<file path="src/rtl/lcd_char_buf.sv">
// LCD character buffer: reset-to-fill storage, registered random-read port,
// dirty tracking and a valid/ready refresh scanner streaming entries in address order.
module lcd_char_buf #(
  parameter int unsigned       WIDTH  = 8,
  parameter int unsigned       DEPTH  = 32,
  parameter int unsigned       ADDR_W = 5,
  parameter logic [WIDTH-1:0]  FILL   = 8'h20
) (
  input  logic              clk,
  input  logic              rst_n,
  input  logic              wr_en,
  input  logic [ADDR_W-1:0] wr_addr,
  input  logic [WIDTH-1:0]  wr_data,
  input  logic [ADDR_W-1:0] rd_addr,
  output logic [WIDTH-1:0]  rd_data,
  input  logic              refresh,
  output logic              busy,
  output logic              out_valid,
  input  logic              out_ready,
  output logic [ADDR_W-1:0] out_addr,
  output logic [WIDTH-1:0]  out_data,
  output logic              out_last,
  output logic              dirty
);

  localparam int unsigned       IDX_W   = (DEPTH > 1) ? $clog2(DEPTH) : 1;
  localparam logic [ADDR_W:0]   DEPTH_X = (ADDR_W + 1)'(DEPTH);
  localparam logic [ADDR_W-1:0] LAST_A  = ADDR_W'(DEPTH - 1);

  typedef enum logic {IDLE, SCAN} state_t;

  state_t             state;
  logic               pending;
  logic [WIDTH-1:0]   mem [DEPTH];

  logic               wr_ok;
  logic               rd_ok;
  logic               accept;
  logic               scan_start;
  logic [ADDR_W-1:0]  next_addr;
  logic [IDX_W-1:0]   wr_idx;
  logic [IDX_W-1:0]   rd_idx;
  logic [IDX_W-1:0]   next_idx;

  always_comb begin
    wr_ok      = wr_en && ({1'b0, wr_addr} < DEPTH_X);
    rd_ok      = ({1'b0, rd_addr} < DEPTH_X);
    accept     = out_valid && out_ready;
    next_addr  = out_addr + 1'b1;
    wr_idx     = wr_addr[IDX_W-1:0];
    rd_idx     = rd_addr[IDX_W-1:0];
    next_idx   = next_addr[IDX_W-1:0];
    // A scan starts from IDLE or restarts when the last beat is accepted with a request outstanding.
    scan_start = ((state == IDLE) && refresh) ||
                 ((state == SCAN) && accept && out_last && (pending || refresh));
  end

  // All mem reads below use the pre-edge contents, so same-cycle writes appear one cycle later.
  always_ff @(posedge clk) begin
    if (!rst_n) begin
      for (int unsigned i = 0; i < DEPTH; i++) mem[i] <= FILL;
      rd_data   <= FILL;
      state     <= IDLE;
      pending   <= 1'b0;
      busy      <= 1'b0;
      out_valid <= 1'b0;
      out_addr  <= '0;
      out_data  <= '0;
      out_last  <= 1'b0;
      dirty     <= 1'b0;
    end else begin
      if (wr_ok) mem[wr_idx] <= wr_data;
      rd_data <= rd_ok ? mem[rd_idx] : '0;

      if (wr_ok)           dirty <= 1'b1;
      else if (scan_start) dirty <= 1'b0;

      case (state)
        IDLE: begin
          if (refresh) begin
            state     <= SCAN;
            out_addr  <= '0;
            out_data  <= mem[0];
            out_valid <= 1'b1;
            busy      <= 1'b1;
            out_last  <= 1'b0;
          end
        end
        SCAN: begin
          if (refresh) pending <= 1'b1;
          if (accept) begin
            if (out_last) begin
              pending  <= 1'b0;
              out_last <= 1'b0;
              if (pending || refresh) begin
                out_addr <= '0;
                out_data <= mem[0];
              end else begin
                state     <= IDLE;
                out_valid <= 1'b0;
                busy      <= 1'b0;
              end
            end else begin
              out_addr <= next_addr;
              out_data <= mem[next_idx];
              out_last <= (next_addr == LAST_A);
            end
          end
        end
        default: state <= IDLE;
      endcase
    end
  end

endmodule

</file>
<file path="config.mk">
export PLATFORM = sky130hd
export DESIGN_NAME = lcd_char_buf
export DESIGN_NICKNAME = d
export VERILOG_FILES = /design/src/rtl/lcd_char_buf.sv
export SDC_FILE = /design/constraint.sdc
export NUM_CORES = 1
export LEC_CHECK = 0
export ABC_CLOCK_PERIOD_IN_PS = 2300
export CAP_MARGIN = 20
export CORE_UTILIZATION = 50
export DETAILED_ROUTE_END_ITERATION = 10
export GPL_ROUTABILITY_DRIVEN = 0
export PLACE_DENSITY = 0.71
export SKIP_LAST_GASP = 1
export SLEW_MARGIN = 20
export SYNTH_ARGS = -nofsm -noshare
export SYNTH_HDL_FRONTEND = slang
export SYNTH_SLANG_ARGS = --single-unit
</file>
<file path="constraint.sdc">
create_clock -name clk -period 2.3 [get_ports clk]
set_input_delay 0.575 -clock clk [delete_from_list [all_inputs] [get_ports clk]]
set_output_delay 0.575 -clock clk [all_outputs]
set_load 0.01 [all_outputs]
</file>
# Yosys cells after proc, flatten, opt, wreduce, memory -nomap -nowiden

Memories as Yosys holds them, arrays and structs flattened. A register that Yosys moved wholly into a read port is not among the register bits.
Cells that the tools add are included.
W data, S select, Z words.

Equality and inequality tests: 6
Mux-type cells: 36
Reductions and logical operators: 13
Bitwise gates (word level): 1
$add $sub $neg: 1

Operators with widths:

| operator              | number |
|---|---|
| $mux W8               | 5 |
| $mux W5               | 5 |
| $mux W1               | 21 |
| $pmux W8 S2           | 1 |
| $pmux W5 S2           | 1 |
| $reduce_or A8 Y1      | 1 |
| $ne A2 B2 Y1 const B  | 3 |
| $pmux W1 S2           | 3 |
| $add A5 B1 Y5 const B | 1 |
| $eq A5 B5 Y1 const B  | 1 |
| $logic_and A1 B1 Y1   | 5 |
| $reduce_and A4 Y1     | 1 |
| $ne A3 B2 Y1 const B  | 1 |
| $reduce_and A3 Y1     | 1 |
| $logic_or A1 B1 Y1    | 2 |
| $ne A2 B1 Y1 const B  | 1 |
| $reduce_and A2 Y1     | 1 |
| $reduce_bool A2 Y1    | 1 |
| $logic_not A1 Y1      | 1 |
| $not A1 Y1            | 1 |

Flip-flop bits (word level): 18
Memories kept: 1
Memory bits (writable): 256
Bits of input ports: 23
Output and inout bits: 25

Memory list:

| memory | depth | bits a word | rd ports | clocked after memory_dff | wr ports | RTL line | text |
|---|---|---|---|---|---|---|---|
| mem    | 32    | 8           | 3        | 1                        | 32       | 34       | `logic [WIDTH-1:0] mem [DEPTH];` |

# Longest topological paths before layout

Gate-level depths: netlist of the first run.

Depth in word-level cells: 7
Depth in mapped cells: 10
Gate-level depth less buffers: 7

# Worst setup path after synthesis of the first run

No wires, ideal clock.

Kind: flip-flop to flip-flop
Start point: reg out_addr[0]
End point: reg out_data[6]
Clock period less this slack: 2470 ps
Cell stages (with the launch flop): 10
Buffers on the path: 3
Path slack: -170 ps
Setup time: 124 ps
Data arrival time: 2346 ps
Path through: dfxtp_1 buf_6 buf_2 inv_1 ha_1 buf_1 mux4_2 mux2_2 a22oi_1 a31oi_1

Longest elaborated chain between the ends: 5

Ends and longest elaborated chain:

| what                   | RTL line | text |
|---|---|---|
| start, declared        | 20       | `output logic [ADDR_W-1:0] out_addr,` |
| start signal, assigned | 104      | `out_addr <= next_addr;` |
| $add A5 B1 Y5          | 49       | `next_addr = out_addr + 1'b1;` |
| $mem_v2 Z32 W8         | n/a      |  |
| $mux W8                | 92       | `if (out_last) begin` |
| $mux W8                | 91       | `if (accept) begin` |
| $pmux W8 S2            | 78       | `case (state)` |
| end signal, assigned   | 83       | `out_data <= mem[0];` |
| end signal, assigned   | 97       | `out_data <= mem[0];` |
| end signal, assigned   | 105      | `out_data <= mem[next_idx];` |
| end, declared          | 21       | `output logic [WIDTH-1:0] out_data,` |

No other way between the ends. The select of a mux whose other input is x is not followed.
A chain may end at the register's enable or synchronous reset.

# Worst setup path in the final report of the first run

Start point: reg out_addr[0]
End point: reg out_data[2]

The elaborated chain is that of the path after synthesis.

==> impl_metrics.sql, run 1 <==
INSERT INTO impl_metrics (metric_group, metric, value, unit) VALUES
('worst_setup_path', 'worst_path_largest_cell_delay', '0.39', 'ns'),
('synthesis', 'async_flop_share', '0', '%'),
('sta', 'post_route_clock_period_utilization', '98.4', '%'),
('global_routing', 'grt_use_total', '29.4', '%'),
('worst_setup_path', 'cp_data_arrival_time', '2.70', 'ns'),
('global_routing', 'antenna_found_initial', '0', ''),
('worst_setup_path', 'cp_slowest_cell', 'dfxtp_4', ''),
('synthesis', 'count_of_flip_flops_with_a_built_in_enable_after_synthesis', '256', ''),
('detailed_routing', 'routedWlPerCell', '26.4', 'microns'),
('synthesis', 'yosys.cell_types.count', '45', ''),
('die', 'top_level_ports', '48', ''),
('detailed_routing', 'drc_errors', '0', ''),
('detailed_routing', 'drt-total-wl', '44.7', 'mm'),
('global_routing', 'wire_length_of_the_first_global_routing_pass', '66.0', 'mm'),
('clock_network', 'cts_hold_repair.buffers', '0', ''),
('status', 'status', 'complete, no violations', ''),
('worst_setup_path', 'timing.critical_path.cells', 'inv_2 -> ha_4 -> clkbuf_16 -> buf_12 -> mux4_2 -> mux2_2 -> a22oi_1 -> buf_4 -> a31oi_1', ''),
('die', 'dieArea', '0.0308', 'sq mm'),
('global_routing', 'grt_overflow_total', '0', ''),
('hold_path', 'worst_hold_path.num_cells', '2', ''),
('worst_setup_path', 'critPathLaunchType', 'flop', ''),
('placed_design', 'number_of_buffers_inserted_by_port_buffering', '47', ''),
('worst_setup_path', 'crit-reg2reg-capture', 'out_data[2]', ''),
('clock_network', 'tritoncts_num_sinks', '282', ''),
('global_routing', 'first_global_vias', '10302', ''),
('pwr', 'worst_supply_voltage_drop_on_vdd', '0.614', 'mV'),
('worst_setup_path', 'ff2ff_path_depth', '9', ''),
('clock_network', 'clkLatencyLatePin', '0.57', 'ns'),
('worst_setup_path', 'ff2ff_setup_slack', '0.04', 'ns'),
('clock_network', 'worst_setup_hold_path_clk_slew', '0.06', 'ns'),
('synthesis', 'syn-cell-area', '0.0151', 'sq mm'),
('sta', 'grt_setup_unrepaired', 'true', ''),
('pwr', 'cellPowerDensity', '673', 'mW/mm^2'),
('worst_setup_path', 'cp_data_required_time', '2.74', 'ns'),
('synthesis', 'synthCells', '1142', ''),
('finish', 'post-route-cell-area', '0.0182', 'sq mm'),
('worst_setup_path', 'worst-path-buf-inv', '4', ''),
('worst_setup_path', 'critPathMaxFanout', '10', ''),
('detailed_routing', 'route.antenna.remaining_nets', '0', ''),
('synthesis', 'total_of_warnings_raised_by_yosys', '0', ''),
('finish', 'drive_gt1_share', '26.1', '%'),
('synthesis', 'yosysSeqAreaShare', '54.5', '%'),
('finish', 'num_antenna_cells', '0', ''),
('detailed_routing', 'route.detailed.vias_per_inst', '6.35', ''),
('synthesis', 'postSynthRegisterBits', '282', ''),
('hold_path', 'worst_hold_path_type', 'reg2reg', ''),
('hold_path', 'worstHoldEndpoint', 'out_addr[1]', ''),
('die', 'die_h', '176', 'microns'),
('synthesis', 'avgSynthCellArea', '13.2', 'sq um'),
('hold_path', 'min-delay-start', 'out_addr[1]', ''),
('sta', 'clock.fmax', '0.442', 'GHz'),
('global_routing', 'grt_max_degree', '38', ''),
('worst_setup_path', 'endpoint_kind', 'flop', ''),
('detailed_routing', 'vias', '10765', ''),
('worst_setup_path', 'cp_delay_by_family_top', 'multiplexers', ''),
('detailed_routing', 'drt_pass1_iterations', '7', ''),
('die', 'std_cell_rows', '63', ''),
('sta', 'timing.final.setup_violations', '0', ''),
('sta', 'hold_violations', '0', ''),
('sta', 'tightestPinTransition', '0.706', 'ns'),
('sta', 'max-slew-margin-rel', '52.8', '%'),
('synthesis', 'synth_ff_type', 'edfxtp_1', ''),
('clock_network', 'cts-htree-levels', '1', ''),
('synthesis', 'syn-num-nets', '1167', ''),
('finish', 'layout.cells.most_common', 'edfxtp_1', ''),
('clock_network', 'max-clock-path-buffers', '3', ''),
('detailed_routing', 'initialDrtViolationCount', '1691', ''),
('pwr', 'leakagePower', '6.45', 'nW'),
('sta', 'timing.setup.tns', '0', 'ns'),
('run', 'cap_viol_max_count', '0', ''),
('sta', 'finalWorstPathRequiredPeriod', '2.26', 'ns');
[synth_stat cells (6+ instances only)]
| cell type | n | share of area, % |
|---|---|---|
| mux2_2 | 18 | 1.3 |
| a22oi_1 | 21 | 1.0 |
| and3_1 | 9 | 0.37 |
| nor2_1 | 40 | 1.0 |
| mux4_2 | 98 | 15 |
| dfxtp_1 | 26 | 3.5 |
| buf_2 | 16 | 0.53 |
| a21oi_1 | 6 | 0.20 |
| nand4_1 | 11 | 0.46 |
| nand3_1 | 27 | 0.90 |
| o21ai_0 | 44 | 1.5 |
| nand2_1 | 95 | 2.4 |
| nor2b_1 | 10 | 0.42 |
| a31oi_1 | 12 | 0.50 |
| or3_1 | 35 | 1.5 |
| mux2i_1 | 49 | 3.3 |
| edfxtp_1 | 256 | 51 |
| clkbuf_1 | 71 | 1.8 |
| a32oi_1 | 19 | 1.1 |
| and2_1 | 226 | 9.4 |
[sequential cells by signal, summed over array words and instances, names as in the netlist]
name       cells
state          1
out_addr       5
out_data       8
rd_data        8
mem          256
out_valid      1
dirty          1
pending        1
out_last       1
[cell type report]
type                            count  area (sq um)
Fill cell                        2240         11500
Clock inverter                     14           125
Tap cell                          390           488
Inverter                            2          7.51
Clock buffer                       42           817
Sequential cell                   282          8210
Timing Repair Buffer              207          2050
Multi-Input combinational cell    757          6470
[stage by stage]
step / cells / hold slack, ns / power [W]
2_1_floorplan: 1142 / 0.528 / 0.00682
3_3_place_gp: 1626 / 0.517 / 0.00752
3_5_place_dp: 1626 / 0.530 / 0.00755
4_1_cts: 1691 / 0.538 / 0.0122
5_1_grt: 1694 / 0.539 / 0.0125
6_report: 1694 / 0.523 / 0.0122
[routing by layer]
metal,GRT usage [%],wire length (microns),vias up
met5,0,0,-
met4,12.1,1770,0
met3,4.65,4930,129
met2,47.4,21200,787
met1,40.1,16800,5267
li1,-,-,4582
[worst min-delay path, stage by stage, from the launching register on]
cell and delay, ns:
dfxtp_2 0.36, nand2_1 0.06, a21boi_0 0.06
[how the worst max path moves through the flow]
| stage | start | to | slack (ns) | depth (start not counted) |
|---|---|---|---|---|
| finish | out_addr[0] | out_data[2] | 0.04 | 9 |
| global route | out_addr[0] | out_data[1] | -0.008 | 9 |
| CTS | out_addr[1] | out_data[0] | -0.001 | 6 |
| detailed placement | wr_addr[2] | mem[3][4] | -0.20 | 4 |
| global placement | out_addr[0] | out_data[7] | -0.18 | 8 |
| floorplan | wr_addr[1] | mem[0][0] | 0.02 | 4 |
[cells by family after synthesis]
group | synth area share [%]
xor+xnor | 0.283
buf+inv | 3.16
compound gates | 4.95
flops | 54.5
fa+ha+maj | 0.166
mux | 19.8
simple gates | 17.2
[what timing repair did]
item	4_1_cts	5_1_grt
setup endpoints to repair	7	9
cloned	2	1
setup buffers	8	2
pin swaps	2	3
gates resized for setup	10	12
[where the power goes]
part           switching, W  internal, W
sequential         0.000210      0.00587
clock               0.00203      0.00270
combinational      0.000736     0.000693
total               0.00297      0.00926
No activity file was read; power rests on OpenSTA's default activity.
==> run 2, diff against run 1 <==
SKIP_LAST_GASP = default   (was 1)
==> impl_metrics.sql, run 2 (synthesized netlist as in run 1, its figures left out) <==
INSERT INTO impl_metrics (metric_group, metric, value, unit) VALUES
('status', 'status', 'complete, no violations', ''),
('detailed_routing', 'drc_errors', '0', ''),
('die', 'core_area', '0.0296', 'sq mm'),
('sta', 'timing.final.setup_violations', '0', ''),
('worst_setup_path', 'critPathMaxFanout', '9', ''),
('die', 'std_cell_rows', '63', ''),
('detailed_routing', 'routedWlPerCell', '26.3', 'microns'),
('clock_network', 'tritoncts', 'yes', ''),
('worst_setup_path', 'timing.setup.critical_path_class', 'reg2reg', ''),
('sta', 'grt_setup_unrepaired', 'true', ''),
('sta', 'tightestPinTransition', '0.656', 'ns'),
('finish', 'post-route-cell-area', '0.0181', 'sq mm'),
('finish', 'largest_register', 'mem', ''),
('pwr', 'leakagePower', '6.44', 'nW'),
('placed_design', 'number_of_buffers_inserted_by_port_buffering', '47', ''),
('detailed_routing', 'route.detailed.vias_per_inst', '6.34', ''),
('global_routing', 'grt_overflow_total', '0', ''),
('clock_network', 'clockRootBuffer', 'clkbuf_16', ''),
('clock_network', 'tritoncts.num_buffers', '30', ''),
('die', 'initial_utilization', '50.8', '%'),
('hold_path', 'worst_hold_path_type', 'reg2reg', ''),
('detailed_routing', 'drt-total-wl', '44.5', 'mm'),
('detailed_routing', 'drt_pass1_iterations', '6', ''),
('global_routing', 'met3_usage', '4.65', '%'),
('global_routing', 'first_global_vias', '10302', ''),
('finish', 'num_antenna_cells', '0', ''),
('global_routing', 'grt_max_degree', '38', ''),
('clock_network', 'cts_hold_repair.buffers', '0', ''),
('die', 'top_level_ports', '48', ''),
('global_routing', 'grt_use_total', '29.4', '%'),
('worst_setup_path', 'cp_data_required_time', '2.73', 'ns'),
('sta', 'max-slew-margin-rel', '56.1', '%'),
('worst_setup_path', 'critPathLaunchType', 'flop', ''),
('global_routing', 'antenna_found_initial', '0', ''),
('sta', 'fin_clk_skew', '0.00727', 'ns'),
('die', 'die_width', '176', 'microns'),
('global_routing', 'grt_util_met1', '40.1', '%'),
('sta', 'clock.fmax', '0.441', 'GHz'),
('clock_network', 'max-clock-path-buffers', '3', ''),
('finish', 'design.final.nets', '1304', ''),
('worst_setup_path', 'endpoint_kind', 'flop', ''),
('die', 'die_h', '176', 'microns'),
('detailed_routing', 'vias', '10738', ''),
('finish', 'layout.cells.most_common_list', 'edfxtp_1, and2_1, buf_4', ''),
('pwr', 'cellPowerDensity', '673', 'mW/mm^2'),
('finish', 'layout.cells.most_common', 'edfxtp_1', ''),
('finish', 'drive_gt1_share', '25.9', '%'),
('sta', 'final_max_slew_viol_count', '0', ''),
('detailed_routing', 'route.antenna.remaining_nets', '0', ''),
('pwr', 'worst_supply_voltage_drop_on_vdd', '0.615', 'mV'),
('finish', 'largest_registers', 'mem x256, out_data x8, rd_data x8', ''),
('finish', 'fin_util', '61.2', '%'),
('run', 'cap_viol_max_count', '0', ''),
('sta', 'post_route_clock_period_utilization', '98.6', '%'),
('placed_design', 'dp_worst_setup_slack', '-0.196', 'ns'),
('clock_network', 'worst_setup_hold_path_clk_slew', '0.06', 'ns'),
('clock_network', 'clkLatencyLatePin', '0.56', 'ns'),
('global_routing', 'gr-usage-met2', '47.4', '%'),
('detailed_routing', 'initialDrtViolationCount', '1560', ''),
('die', 'dieArea', '0.0308', 'sq mm'),
('placed_design', 'dpl.hpwl', '30.5', 'mm'),
('finish', 'area_delta_synth_final', '20.5', '%'),
('worst_setup_path', 'cp_data_arrival_time', '2.70', 'ns'),
('clock_network', 'cts-htree-levels', '1', ''),
('sta', 'hold_violations', '0', ''),
('clock_network', 'tritoncts_num_sinks', '282', ''),
('finish', 'largest_reg_flops', '256', ''),
('sta', 'finalWorstPathRequiredPeriod', '2.27', 'ns'),
('placed_design', 'dpl_cell_area', '0.0170', 'sq mm'),
('sta', 'postLayoutSetupSlackWorst', '0.0331', 'ns'),
('global_routing', 'gr-max-usage-layer', 'met2', ''),
('global_routing', 'wire_length_of_the_first_global_routing_pass', '66.0', 'mm');
==> run 2: report_power, final <==
part	internal (W)	switching, W	total (W)
combinational	0.000691	0.000731	0.00142
sequential	0.00587	0.000210	0.00609
clock	0.00270	0.00201	0.00471
==> run 2: metal layers <==
metal  share of wire [%]  up-vias  wire [microns]
met3                  10      118            4490
met4                 4.2        0            1870
met2                  47      729           21100
met5                   0        -               0
met1                  38     5312           17100
li1                    -     4579               -
==> run 2: critical path, stage by stage (launching register included) <==
cell and delay (ns):
dfxtp_4 0.38, inv_1 0.08, ha_4 0.30, buf_12 0.15
buf_4 0.14, mux4_2 0.33, mux2_2 0.33, a221oi_4 0.27
a41oi_2 0.16
==> run 2: final cells by class <==
class | instances | area (sq um)
clock buffers | 42 | 817
clock inverters | 14 | 125
fillers | 2244 | 11500
inverters | 2 | 7.51
multi-input cells | 757 | 6470
flip-flops and latches | 282 | 8210
well taps | 390 | 488
repair buffers | 206 | 2020
==> run 2: per-stage QoR <==
| stage | TNS, ns | instances | power (W) | hold WS [ns] |
|---|---|---|---|---|
| final | 0 | 1693 | 0.0122 | 0.525 |
| after global routing | -0.0227 | 1693 | 0.0125 | 0.539 |
| after CTS | 0 | 1691 | 0.0122 | 0.538 |
| after detailed placement | -47.54 | 1626 | 0.00755 | 0.530 |
| after global placement | -43.76 | 1626 | 0.00752 | 0.517 |
| after floorplan | 0 | 1142 | 0.00682 | 0.528 |
==> run 2: what timing repair did <==
item | CTS | global route
setup buffers | 8 | 2
pin swaps | 2 | 1
gates cloned | 2 | 0
endpoints found under the setup margin | 7 | 7
gates resized for setup | 11 | 9
==> run 2: path summary, 6_finish.rpt <==
check              startpoint          end  slack, ns  depth (start not counted)
hold reg to reg   out_addr[1]  out_addr[1]       0.53                          2
setup / recovery  out_addr[0]  out_data[7]       0.03                          8
hold / removal    out_addr[1]  out_addr[1]       0.53                          2
setup reg to reg  out_addr[0]  out_data[7]       0.03                          8
